## src/rtl/serial_crc32_framer.sv

```systemverilog
// Byte-stream to serial-bit framer: emits payload LSB first, then the
// inverted reflected CRC-32 (FCS), then a fixed idle gap between frames.
module serial_crc32_framer #(
  parameter int unsigned GAP_CYCLES = 2
) (
  input  logic       clk,
  input  logic       rst,
  input  logic [7:0] s_data,
  input  logic       s_valid,
  input  logic       s_last,
  output logic       s_ready,
  output logic       bit_out,
  output logic       bit_valid,
  output logic       new_message,
  output logic       fcs_phase,
  output logic       frame_done,
  output logic       busy
);

  localparam logic [2:0] S_IDLE  = 3'd0;
  localparam logic [2:0] S_START = 3'd1;
  localparam logic [2:0] S_DATA  = 3'd2;
  localparam logic [2:0] S_WAIT  = 3'd3;
  localparam logic [2:0] S_FCS   = 3'd4;
  localparam logic [2:0] S_GAP   = 3'd5;

  localparam logic [31:0] POLY     = 32'hEDB88320;
  localparam logic [31:0] CRC_INIT = 32'hFFFFFFFF;
  localparam logic [7:0]  GAP_LAST = 8'(GAP_CYCLES - 1);

  logic [2:0]  state_q, state_d;
  logic [7:0]  shreg_q, shreg_d;
  logic        last_q, last_d;
  logic [31:0] crc_q, crc_d;
  logic [31:0] fcs_sr_q, fcs_sr_d;
  logic [2:0]  bit_cnt_q, bit_cnt_d;
  logic [4:0]  fcs_cnt_q, fcs_cnt_d;
  logic [7:0]  gap_cnt_q, gap_cnt_d;

  logic bit_out_q, bit_out_d;
  logic bit_valid_q, bit_valid_d;
  logic new_message_q, new_message_d;
  logic fcs_phase_q, fcs_phase_d;
  logic frame_done_q, frame_done_d;
  logic busy_q, busy_d;

  logic        ready;
  logic        xfer;
  logic        fb;
  logic [31:0] crc_next;

  // Ready depends on registered state only, never on s_valid.
  always_comb begin
    ready = (state_q == S_IDLE) || (state_q == S_WAIT) ||
            ((state_q == S_DATA) && (bit_cnt_q == 3'd7) && !last_q);
  end

  assign xfer = s_valid && ready;

  always_comb begin
    fb       = crc_q[0] ^ shreg_q[0];
    crc_next = (crc_q >> 1) ^ ({32{fb}} & POLY);
  end

  always_comb begin
    state_d   = state_q;
    shreg_d   = shreg_q;
    last_d    = last_q;
    crc_d     = crc_q;
    fcs_sr_d  = fcs_sr_q;
    bit_cnt_d = bit_cnt_q;
    fcs_cnt_d = fcs_cnt_q;
    gap_cnt_d = gap_cnt_q;

    case (state_q)
      S_IDLE: begin
        if (xfer) begin
          shreg_d = s_data;
          last_d  = s_last;
          crc_d   = CRC_INIT;
          state_d = S_START;
        end
      end
      S_START: begin
        bit_cnt_d = 3'd0;
        state_d   = S_DATA;
      end
      S_DATA: begin
        crc_d     = crc_next;
        shreg_d   = shreg_q >> 1;
        bit_cnt_d = bit_cnt_q + 3'd1;
        if (bit_cnt_q == 3'd7) begin
          if (last_q) begin
            fcs_sr_d  = ~crc_next;
            fcs_cnt_d = 5'd0;
            state_d   = S_FCS;
          end else if (s_valid) begin
            shreg_d = s_data;
            last_d  = s_last;
          end else begin
            state_d = S_WAIT;
          end
        end
      end
      S_WAIT: begin
        if (xfer) begin
          shreg_d   = s_data;
          last_d    = s_last;
          bit_cnt_d = 3'd0;
          state_d   = S_DATA;
        end
      end
      S_FCS: begin
        fcs_sr_d  = fcs_sr_q >> 1;
        fcs_cnt_d = fcs_cnt_q + 5'd1;
        if (fcs_cnt_q == 5'd31) begin
          gap_cnt_d = 8'd0;
          state_d   = S_GAP;
        end
      end
      S_GAP: begin
        gap_cnt_d = gap_cnt_q + 8'd1;
        if (gap_cnt_q == GAP_LAST) begin
          gap_cnt_d = 8'd0;
          state_d   = S_IDLE;
        end
      end
      default: begin
        state_d = S_IDLE;
      end
    endcase
  end

  // Outputs are registered from the next-state view so they line up
  // with the state they describe.
  always_comb begin
    bit_valid_d   = (state_d == S_DATA) || (state_d == S_FCS);
    new_message_d = (state_d == S_START);
    fcs_phase_d   = (state_d == S_FCS);
    frame_done_d  = (state_q == S_FCS) && (state_d == S_GAP);
    busy_d        = (state_d != S_IDLE);
    bit_out_d     = 1'b0;
    if (state_d == S_DATA) begin
      bit_out_d = shreg_d[0];
    end else if (state_d == S_FCS) begin
      bit_out_d = fcs_sr_d[0];
    end
  end

  always_ff @(posedge clk or posedge rst) begin
    if (rst) begin
      state_q       <= S_IDLE;
      shreg_q       <= '0;
      last_q        <= 1'b0;
      crc_q         <= CRC_INIT;
      fcs_sr_q      <= '0;
      bit_cnt_q     <= '0;
      fcs_cnt_q     <= '0;
      gap_cnt_q     <= '0;
      bit_out_q     <= 1'b0;
      bit_valid_q   <= 1'b0;
      new_message_q <= 1'b0;
      fcs_phase_q   <= 1'b0;
      frame_done_q  <= 1'b0;
      busy_q        <= 1'b0;
    end else begin
      state_q       <= state_d;
      shreg_q       <= shreg_d;
      last_q        <= last_d;
      crc_q         <= crc_d;
      fcs_sr_q      <= fcs_sr_d;
      bit_cnt_q     <= bit_cnt_d;
      fcs_cnt_q     <= fcs_cnt_d;
      gap_cnt_q     <= gap_cnt_d;
      bit_out_q     <= bit_out_d;
      bit_valid_q   <= bit_valid_d;
      new_message_q <= new_message_d;
      fcs_phase_q   <= fcs_phase_d;
      frame_done_q  <= frame_done_d;
      busy_q        <= busy_d;
    end
  end

  assign s_ready     = ready;
  assign bit_out     = bit_out_q;
  assign bit_valid   = bit_valid_q;
  assign new_message = new_message_q;
  assign fcs_phase   = fcs_phase_q;
  assign frame_done  = frame_done_q;
  assign busy        = busy_q;

endmodule

```

## config.mk

```make
export PLATFORM = sky130hd
export DESIGN_NAME = serial_crc32_framer
export DESIGN_NICKNAME = d
export VERILOG_FILES = /design/src/rtl/serial_crc32_framer.sv
export SDC_FILE = /design/constraint.sdc
export NUM_CORES = 1
export LEC_CHECK = 0
export ABC_AREA = 0
export BUFFER_PORTS_ARGS = -buffer_cell sky130_fd_sc_hd__buf_2
export CORE_ASPECT_RATIO = 0.6
export CORE_MARGIN = 2
export CORE_UTILIZATION = 55
export CTS_CLUSTER_SIZE = 10
export DETAILED_ROUTE_END_ITERATION = 10
export GPL_ROUTABILITY_DRIVEN = 0
export PLACE_DENSITY = 0.75
export SYNTH_ARGS = -nofsm -noshare
export SYNTH_HDL_FRONTEND = slang
export SYNTH_SLANG_ARGS = --single-unit
```

## constraint.sdc

```tcl
create_clock -name clk -period 2.7 [get_ports clk]
set_clock_uncertainty 0.15 [all_clocks]
set_input_delay 0.135 -clock clk [delete_from_list [all_inputs] [get_ports clk]]
set_output_delay 0.135 -clock clk [all_outputs]
set_load 0.01 [all_outputs]
```

# Yosys cells after proc, flatten, opt, wreduce, memory -nomap -nowiden
# Cells that the tools add are included.
# word_totals
inputBits	12
ff_bits	98
word_cells	95
# op_classes
n_bitwise	3
eq_ne	18
n_addsub	3
mux	33
reduce_logical	22
# ops
cell	count
$pmux W32 S2	2
$mux W32	3
$mux W8	6
$not A32 Y32	1
$pmux W8 S2	2
$xor A31 B32 Y32	1
$mux W3	8
$pmux W3 S6	1
$eq A3 B3 Y1 const B	5
$mux W5	2
$pmux W5 S2	1
$eq A3 B2 Y1 const B	3
$pmux W3 S3	1
$add A8 B1 Y8 const B	1
$eq A8 B1 Y1 const B	1
$ne A2 B2 Y1 const B	4
$reduce_and A2 Y1	4
$reduce_bool A2 Y1	4
$eq A3 B1 Y1 const B	2
$mux W1	6
$reduce_and A3 Y1	2
$reduce_bool A3 Y1	2
$add A5 B1 Y5 const B	1
$eq A5 B5 Y1 const B	1
9 further kinds	15

# Logic depth before layout (Yosys ltp)
# Gate-level depths: netlist of run 1.
# logic_depth
ltp_word	10
ltp_mapped	8
depth_no_buf	7

# Worst setup path before layout of run 1
# Ideal clock, no wire load.
# synth_timing
path_kind	reg-to-reg
from	register bit_cnt_q[0]
to	register shreg_q[0]
required_time_ps	2419
synth_period_minus_slack_ps	1979
t_arrival_ps	1698
stages_incl_launch_ff	7
slack_ps	721
setup_time_ps	131
cell_sequence	dfrtp_1 ha_1 ha_1 nand2b_1 a211oi_4 o41ai_2 or3_1
# synth_between
elab_chain_cells	7
elab_cells_between_ends	8
classes_between	1 x eq/ne; 3 x mux; 4 x reduce/logical
# synth_rtl
element	line_no	rtl
start: declaration	36	logic [2:0] bit_cnt_q, bit_cnt_d;
start signal: assignment	172	bit_cnt_q <= bit_cnt_d;
$eq A3 B3 Y1 *	55, 92	
$logic_and A1 B1 Y1 (2 in series)	55	((state_q == S_DATA) && (bit_cnt_q == 3'd7) && !last_q);
$logic_or A1 B1 Y1	54	ready = (state_q == S_IDLE) || (state_q == S_WAIT) ||
$logic_and A1 B1 Y1	58	assign xfer = s_valid && ready;
$mux W8	77, 106	
$pmux W8 S2 *	75	case (state_q)
named net shreg_d[0]	32	logic [7:0] shreg_q, shreg_d;
end signal: assignment	168	shreg_q <= shreg_d;
end: declaration	32	
# Mark *: on every way through the listed nets, which the timed path passes. The rest lies on a longest branch. The select of a mux whose other input is x is not followed.
# A chain may end at the register's enable or synchronous reset.

# Worst setup path in the final report of run 1
# layout_timing
from	register bit_cnt_q[0]
to	register bit_out_q (netlist: bit_out)
# layout_between
elab_chain_cells	10
elab_cells_between_ends	18
classes_between	3 x eq/ne; 11 x mux; 4 x reduce/logical
# layout_rtl
element	line_no	rtl
$eq A3 B3 Y1 *	55, 92	
$logic_and A1 B1 Y1 (2 in series)	55	
$logic_or A1 B1 Y1	54	
$logic_and A1 B1 Y1	58	
$mux W3, on equally long branches	106, 77	
$pmux W3 S6	75	
$eq A3 B3 Y1	145	end else if (state_d == S_FCS) begin
$mux W1	145	
$mux W1 *	143	if (state_d == S_DATA) begin
named net bit_out_d	40	logic bit_out_q, bit_out_d;
end signal: assignment	175	bit_out_q <= bit_out_d;
end: declaration	40	
# Marks and branches as above.

==> results.md, run 1 <==
* Overflow left after global routing at 0
* Synthesized area at approximately 0.0044 sq mm
* Total number of vias at about 3.0k
* Max Fanout on Critical Path at 8
* Synth cell types at 52
* Site Rows at 25
* Max Fclk at around 440 MHz
* Worst R2R Path Depth at 7
* Via density at 5.823
* Most frequent cells in the layout: 65 x dfrtp_1, 45 x nor2_1, 32 x dfstp_2
* Iter 0 DRT Violations at between 200 and 250
* WP data arrival at between 2 and 2.5 ns
* Reg2reg start: bit_cnt_q[0]
* Initial Util at between 50% and 60%
* Final WL at roughly 8400 microns
* CP top delay family: compound AO/OA/AOI/OAI gates
* Fin util at between 60% and 70%
* WHS at between 0.05 and 0.06 ns
* Post-synthesis sequential area ratio at a little under three fifths
* Crit path time final at around 2.3 ns
* Largest area contributor in the netlist: dfrtp_1
* Reg2reg end: bit_out
* CP required at ~2.8 ns
* Final non-filler cell total at between 500 and 600
* Share of cells above drive strength 1 at about 22%
* Cell area after layout at 0.004995 sq mm
* Max IR drop VDD at between 0.0007 and 0.0008 V
* Post CTS Setup Buffer Count at 0
* Hold buffers post-CTS at 8
* Crit. End Element: register
* Routed len/inst at around 16 microns
* Port buffer count at 18
* Hold Crit Start: s_valid
* CP bufs+invs at 0
* PostCTS Resize Cnt at 0
* Leakage at between 2 and 2.5 nW
* # DRC at 0
* Gate Count Post-Synth at about 380
* Setup TNS at 0 ns
* Htree depth at 3
* Placed insts at around 500
* Post-synth top area share at ~37%
* CP max stage cell: a211oi_4
* Worst-margin pin slew at 1.132 ns
* Worst-path cell chain: ha_1, ha_1, nand2b_1, a211oi_4, o41ai_2, o31ai_1, a21oi_1
* CTS Buf Count at 9
* Ranking of synthesized cells by area: dfrtp_1 37%, dfstp_2 19%, a221o_1 6.8%
* Vias in the first global route at 2862
* RSZ-0062 raised after global routing: no
* Outcome: finished, final reports clean
* Synthesized area per cell at between 10 and 15 sq um
* Pwr dens at ~1200 mW/mm^2
* Clock slew at reported path FFs at about 0.060 ns
* Later-pin clock latency in the skew report at between 0.3 and 0.4 ns
* Post-synth EDFFs at 0
* Die X-Extent at roughly 120 microns
* Worst path max stage delay at 0.45 ns
* Synth warn at 0
* CTS tree: done
* Total GRT Usage at 21.05%
* First-pass GRT wire length at between 10000 and 15000 microns
* Max-slew violation total from the final report at 0
* Post-DP HPWL at between 5000 and 6000 microns
* R2r setup slk at approximately 0.43 ns
* Synthesized Nets at 397
* Die height at 73.21 microns
* Total of max-cap violations at 0
* I/O pin cnt at 19
* Worst min path class: in2reg
* Clock root buffer: clkbuf_16
* Crit Path Category: reg2reg
* Startpoint types: register
* # clock sinks at 97
* Floorplan core area at just under 0.008 sq mm
* Hold path endpoint: new_message
* Initial DRT Pass Iterations at 5
* Asr flop ratio synth at 100.0%
* Ys flop type: dfrtp_1
* Initial antenna violation count at 0
* Largest net degree at the start of global routing at 98
* Diodes inserted at 0
* Placed cell area at 0.004581 sq mm
* Antenna-violating nets left at 0
* Most common cell after layout, fill and taps aside: dfrtp_1
* Final hold violations at 0
* Relative slew margins at 24.16%
* WHS Path Cells at 3
* Die ar. at 0.008737 sq mm
* # nets final at 419
* Period utilization at between 80% and 90%
* P&R area growth vs syn at 13.76%
* Maximum clock insertion buffer count at 2
* Cell mode on critical path: ha_1
* Seq cells post-synth at slightly below 100
* Setup violators final at 0
power by group:
part	switching (mW)	internal [mW]	total (mW)
Clock	0.511	0.888	1.40
Sequential	0.364	2.15	2.52
Combinational	1.13	1.06	2.18
final cells by class:
cell class | count | area [sq um]
inverters | 11 | 45.04
clock buffers | 14 | 274.0
clock inverters | 2 | 60.06
repair buffers | 36 | 270.3
fillers | 624 | 2825
flip-flops and latches | 97 | 2467
well taps | 108 | 135.1
multi-input cells | 246 | 1743
synthesized netlist by cell type, types with 6 or more instances:
cell type and instances:
dfrtp_1 65, nor2_1 45, dfstp_2 32, o22a_1 31, a221o_1 30, nand2_1 20, o21ai_0 17, xnor2_1 15
inv_1 11, a21oi_1 10, buf_2 9, a222oi_1 6, buf_6 6, clkbuf_1 6, ha_1 6, nand3_1 6
nor2b_1 6
metrics by stage:
step / total power, mW / setup slack (ns)
global placement: 4.619 / 0.5283
detailed placement: 4.717 / 0.4689
floorplan: 4.248 / 0.7212
global route: 6.479 / 0.2348
CTS: 6.148 / 0.4521
finish: 6.096 / 0.4259
worst reg2reg max path: stages, from the launching register on:
cell and delay [ns]:
dfrtp_1 0.39, ha_1 0.16, ha_1 0.26, nand2b_1 0.18
a211oi_4 0.45, o41ai_2 0.14, o31ai_1 0.31, a21oi_1 0.11
cells by family (layout without fill, tap and decap cells):
family / after synthesis / in the layout / share of synthesized area [%]
xor gates and xnor gates: 17 / 17 / 3.391
AOI/OAI and AO/OA: 114 / 114 / 21.60
DFF: 97 / 97 / 56.20
and+or+nand+nor: 108 / 108 / 12.34
adders and majority gates: 6 / 6 / 1.710
buffers and inverters: 36 / 63 / 4.531
muxes: 1 / 1 / 0.2280
flip-flops by register name (all words and copies together), names as in the netlist, 3 cells and up:
signal / cells
state_q: 3
bit_cnt_q: 3
crc_q: 32
gap_cnt_q: 8
fcs_sr_q: 31
fcs_cnt_q: 5
shreg_q: 8
metal layers:
layer	track usage (%)	part of all wire, %
met3	6.328	4.6
met1	29.64	51
met5	0	0
met2	31.61	44
met4	6.928	0.69
how the worst max path moves through the flow:
| stage | startpoint | endpoint | depth (start not counted) |
|---|---|---|---|
| floorplan | bit_cnt_q[0] | shreg_q[0] | 6 |
| global placement | bit_cnt_q[0] | bit_out | 7 |
| detailed placement | bit_cnt_q[0] | bit_out | 7 |
| CTS | bit_cnt_q[0] | bit_out | 7 |
| global route | bit_cnt_q[0] | bit_out | 7 |
| finish | bit_cnt_q[0] | bit_out | 7 |
No activity file was read; power rests on OpenSTA's default activity.
==> inputs of run 2 (changes only) <==
--- a/config.mk
+++ b/config.mk
@@ -13,7 +13,7 @@
 export CTS_CLUSTER_SIZE = 10
 export DETAILED_ROUTE_END_ITERATION = 10
 export GPL_ROUTABILITY_DRIVEN = 0
-export PLACE_DENSITY = 0.75
+export PLACE_DENSITY = 0.72
 export SYNTH_ARGS = -nofsm -noshare
 export SYNTH_HDL_FRONTEND = slang
 export SYNTH_SLANG_ARGS = --single-unit
==> constraint.sdc (replaced) <==
create_clock -name clk -period 2.2 [get_ports clk]
set_clock_uncertainty 0.15 [all_clocks]
set_input_delay 0.11 -clock clk [delete_from_list [all_inputs] [get_ports clk]]
set_output_delay 0.11 -clock clk [all_outputs]
set_load 0.01 [all_outputs]
==> results.md, run 2 (synthesized netlist as in run 1, its figures left out) <==
* Outcome: finished, final reports clean
* Floorplan core area at slightly below 0.008 sq mm
* Maximum clock insertion buffer count at 2
* Initial Util at between 50 and 60%
* Final non-filler cell total at between 500 and 600
* Max Fclk at a little under 500 MHz
* # DRC at 0
* Filler cells at around 570
* Diodes inserted at 0
* Overflow left after global routing at 0
* Largest net degree at the start of global routing at 36
* Die ar. at 0.008737 sq mm
* Vias in the first global route at between 3k and 4k
* PostCTS Resize Cnt at 0
* Total GRT Usage at between 20% and 30%
* Die X-Extent at 119.3 microns
* Final hold violations at 0
* Iter 0 DRT Violations at approximately 220
* Initial DRT Pass Iterations at 5
* Setup violators final at 0
* CTS tree: done
* Most frequent cells in the layout: 65 x dfrtp_1, 45 x nor2_1, 32 x dfstp_2
* Placed insts at 504
* Largest Register: crc_q
* Share of cells above drive strength 1 at between 20% and 30%
* Site Rows at 25
* Top flop regs: crc_q: 32 flops, fcs_sr_q: 31 flops
* Cell area after layout at ~0.0052 sq mm
* Most common cell after layout, fill and taps aside: dfrtp_1
* Period utilization at 94.20%
* Clock root buffer: clkbuf_16
* Max-slew violation total from the final report at 0
* Hold Crit Start: s_last
* Worst R2R Path Depth at 8
* Antenna-violating nets left at 0
* Total number of vias at slightly above 3k
* Placed cell area at 0.004736 sq mm
* Max IR drop VDD at ~0.00076 V
* Htree depth at 3
* Startpoint types: register
* Total Power at slightly below 8 mW
* Die height at approximately 73 microns
* Pwr dens at 1500 mW/mm^2
* Max Fanout on Critical Path at 8
* Worst-margin pin slew at 0.8191 ns
* WP data arrival at 2.15 ns
* Via density at approximately 5.8
* Total of max-cap violations at 0
* Setup ws final at roughly 0.13 ns
* Worst min path class: in2reg
* First-pass GRT wire length at ~16000 microns
* Initial antenna violation count at 0
* # clock sinks at 97
* Later-pin clock latency in the skew report at between 0.3 and 0.4 ns
* CTS Buf Count at 9
* I/O pin cnt at 19
* RSZ-0062 raised after global routing: no
* # nets final at 435
* Relative slew margins at around 45%
* Leakage at 2.313 nW
* Max reg flops at 32
* Crit. End Element: register
* Placement Setup Slack at a little under 0.09 ns
* Clock slew at reported path FFs at roughly 0.07 ns
* Setup TNS at 0 ns
* Hold path endpoint: last_q
* Reg2reg end: gap_cnt_q[2]
* R2r setup slk at between 0.1 and 0.15 ns
* Port buffer count at 18
* Reg2reg start: gap_cnt_q[1]
* Post-DP HPWL at around 5700 microns
* Crit path time final at a little over 2 ns
* CP required at approximately 2.3 ns
* Routed len/inst at roughly 17 microns
* Final WL at 9053 microns
* Crit Path Category: reg2reg
* WHS Path Cells at 5
* P&R area growth vs syn at 18.01%
==> run 2: worst max-delay path, stage by stage, from the launching register on <==
cell and delay, ns:
dfrtp_1 0.41, inv_1 0.07, ha_1 0.13, or4b_4 0.49
o211ai_4 0.25, buf_4 0.20, nor2_1 0.05, o21ai_1 0.13
o21ai_1 0.08
==> run 2: per-stage QoR <==
step / utilization [%] / hold slack (ns)
final: 66.26 / 0.03841
after global routing: 66.26 / 0.05669
after CTS: 66.00 / 0.03530
after detailed placement: 60.56 / 0.1366
after global placement: 60.56 / 0.1420
after floorplan: - / 0.08123
==> run 2: final cells by class <==
| type | count | area, sq um | area share (%) |
|---|---|---|---|
| sequential | 97 | 2467 | 47.62 |
| multi-input combinational | 247 | 1755 | 33.88 |
| timing repair buffer | 51 | 432.9 | 8.355 |
| clock buffer | 11 | 242.7 | 4.685 |
| tap | 108 | 135.1 | 2.608 |
| clock inverter | 5 | 102.6 | 1.980 |
| inverter | 11 | 45.04 | 0.8694 |
==> run 2: worst max path at each step <==
| stage | start | endpoint | cells past startpoint |
|---|---|---|---|
| global route | gap_cnt_q[1] | gap_cnt_q[2] | 8 |
| detailed placement | gap_cnt_q[1] | gap_cnt_q[2] | 8 |
| global placement | gap_cnt_q[1] | gap_cnt_q[2] | 8 |
| CTS | gap_cnt_q[1] | gap_cnt_q[2] | 8 |
| floorplan | bit_cnt_q[0] | shreg_q[0] | 6 |
| finish | gap_cnt_q[1] | gap_cnt_q[2] | 8 |
==> run 2: report_power, final <==
part / switching, mW / internal [mW]
combinational: 1.46 / 1.46
clock: 0.641 / 1.14
sequential: 0.435 / 2.64
total: 2.54 / 5.24
==> run 2: what timing repair did <==
| action | in CTS | in global routing |
|---|---|---|
| hold buffers | 8 | 0 |
| endpoints found under the hold margin | 23 | 0 |
| setup buffers | 0 | 1 |
| setup endpoints to repair | 0 | 2 |
==> run 2: routing by layer <==
metal / GRT usage (%) / vias up / part of all wire (%)
met5: 0 / - / 0
met2: 35.25 / 47 / 46
met3: 6.172 / 4 / 2.6
met1: 33.75 / 1532 / 51
met4: 6.797 / 0 / 0.41
li1: - / 1478 / -
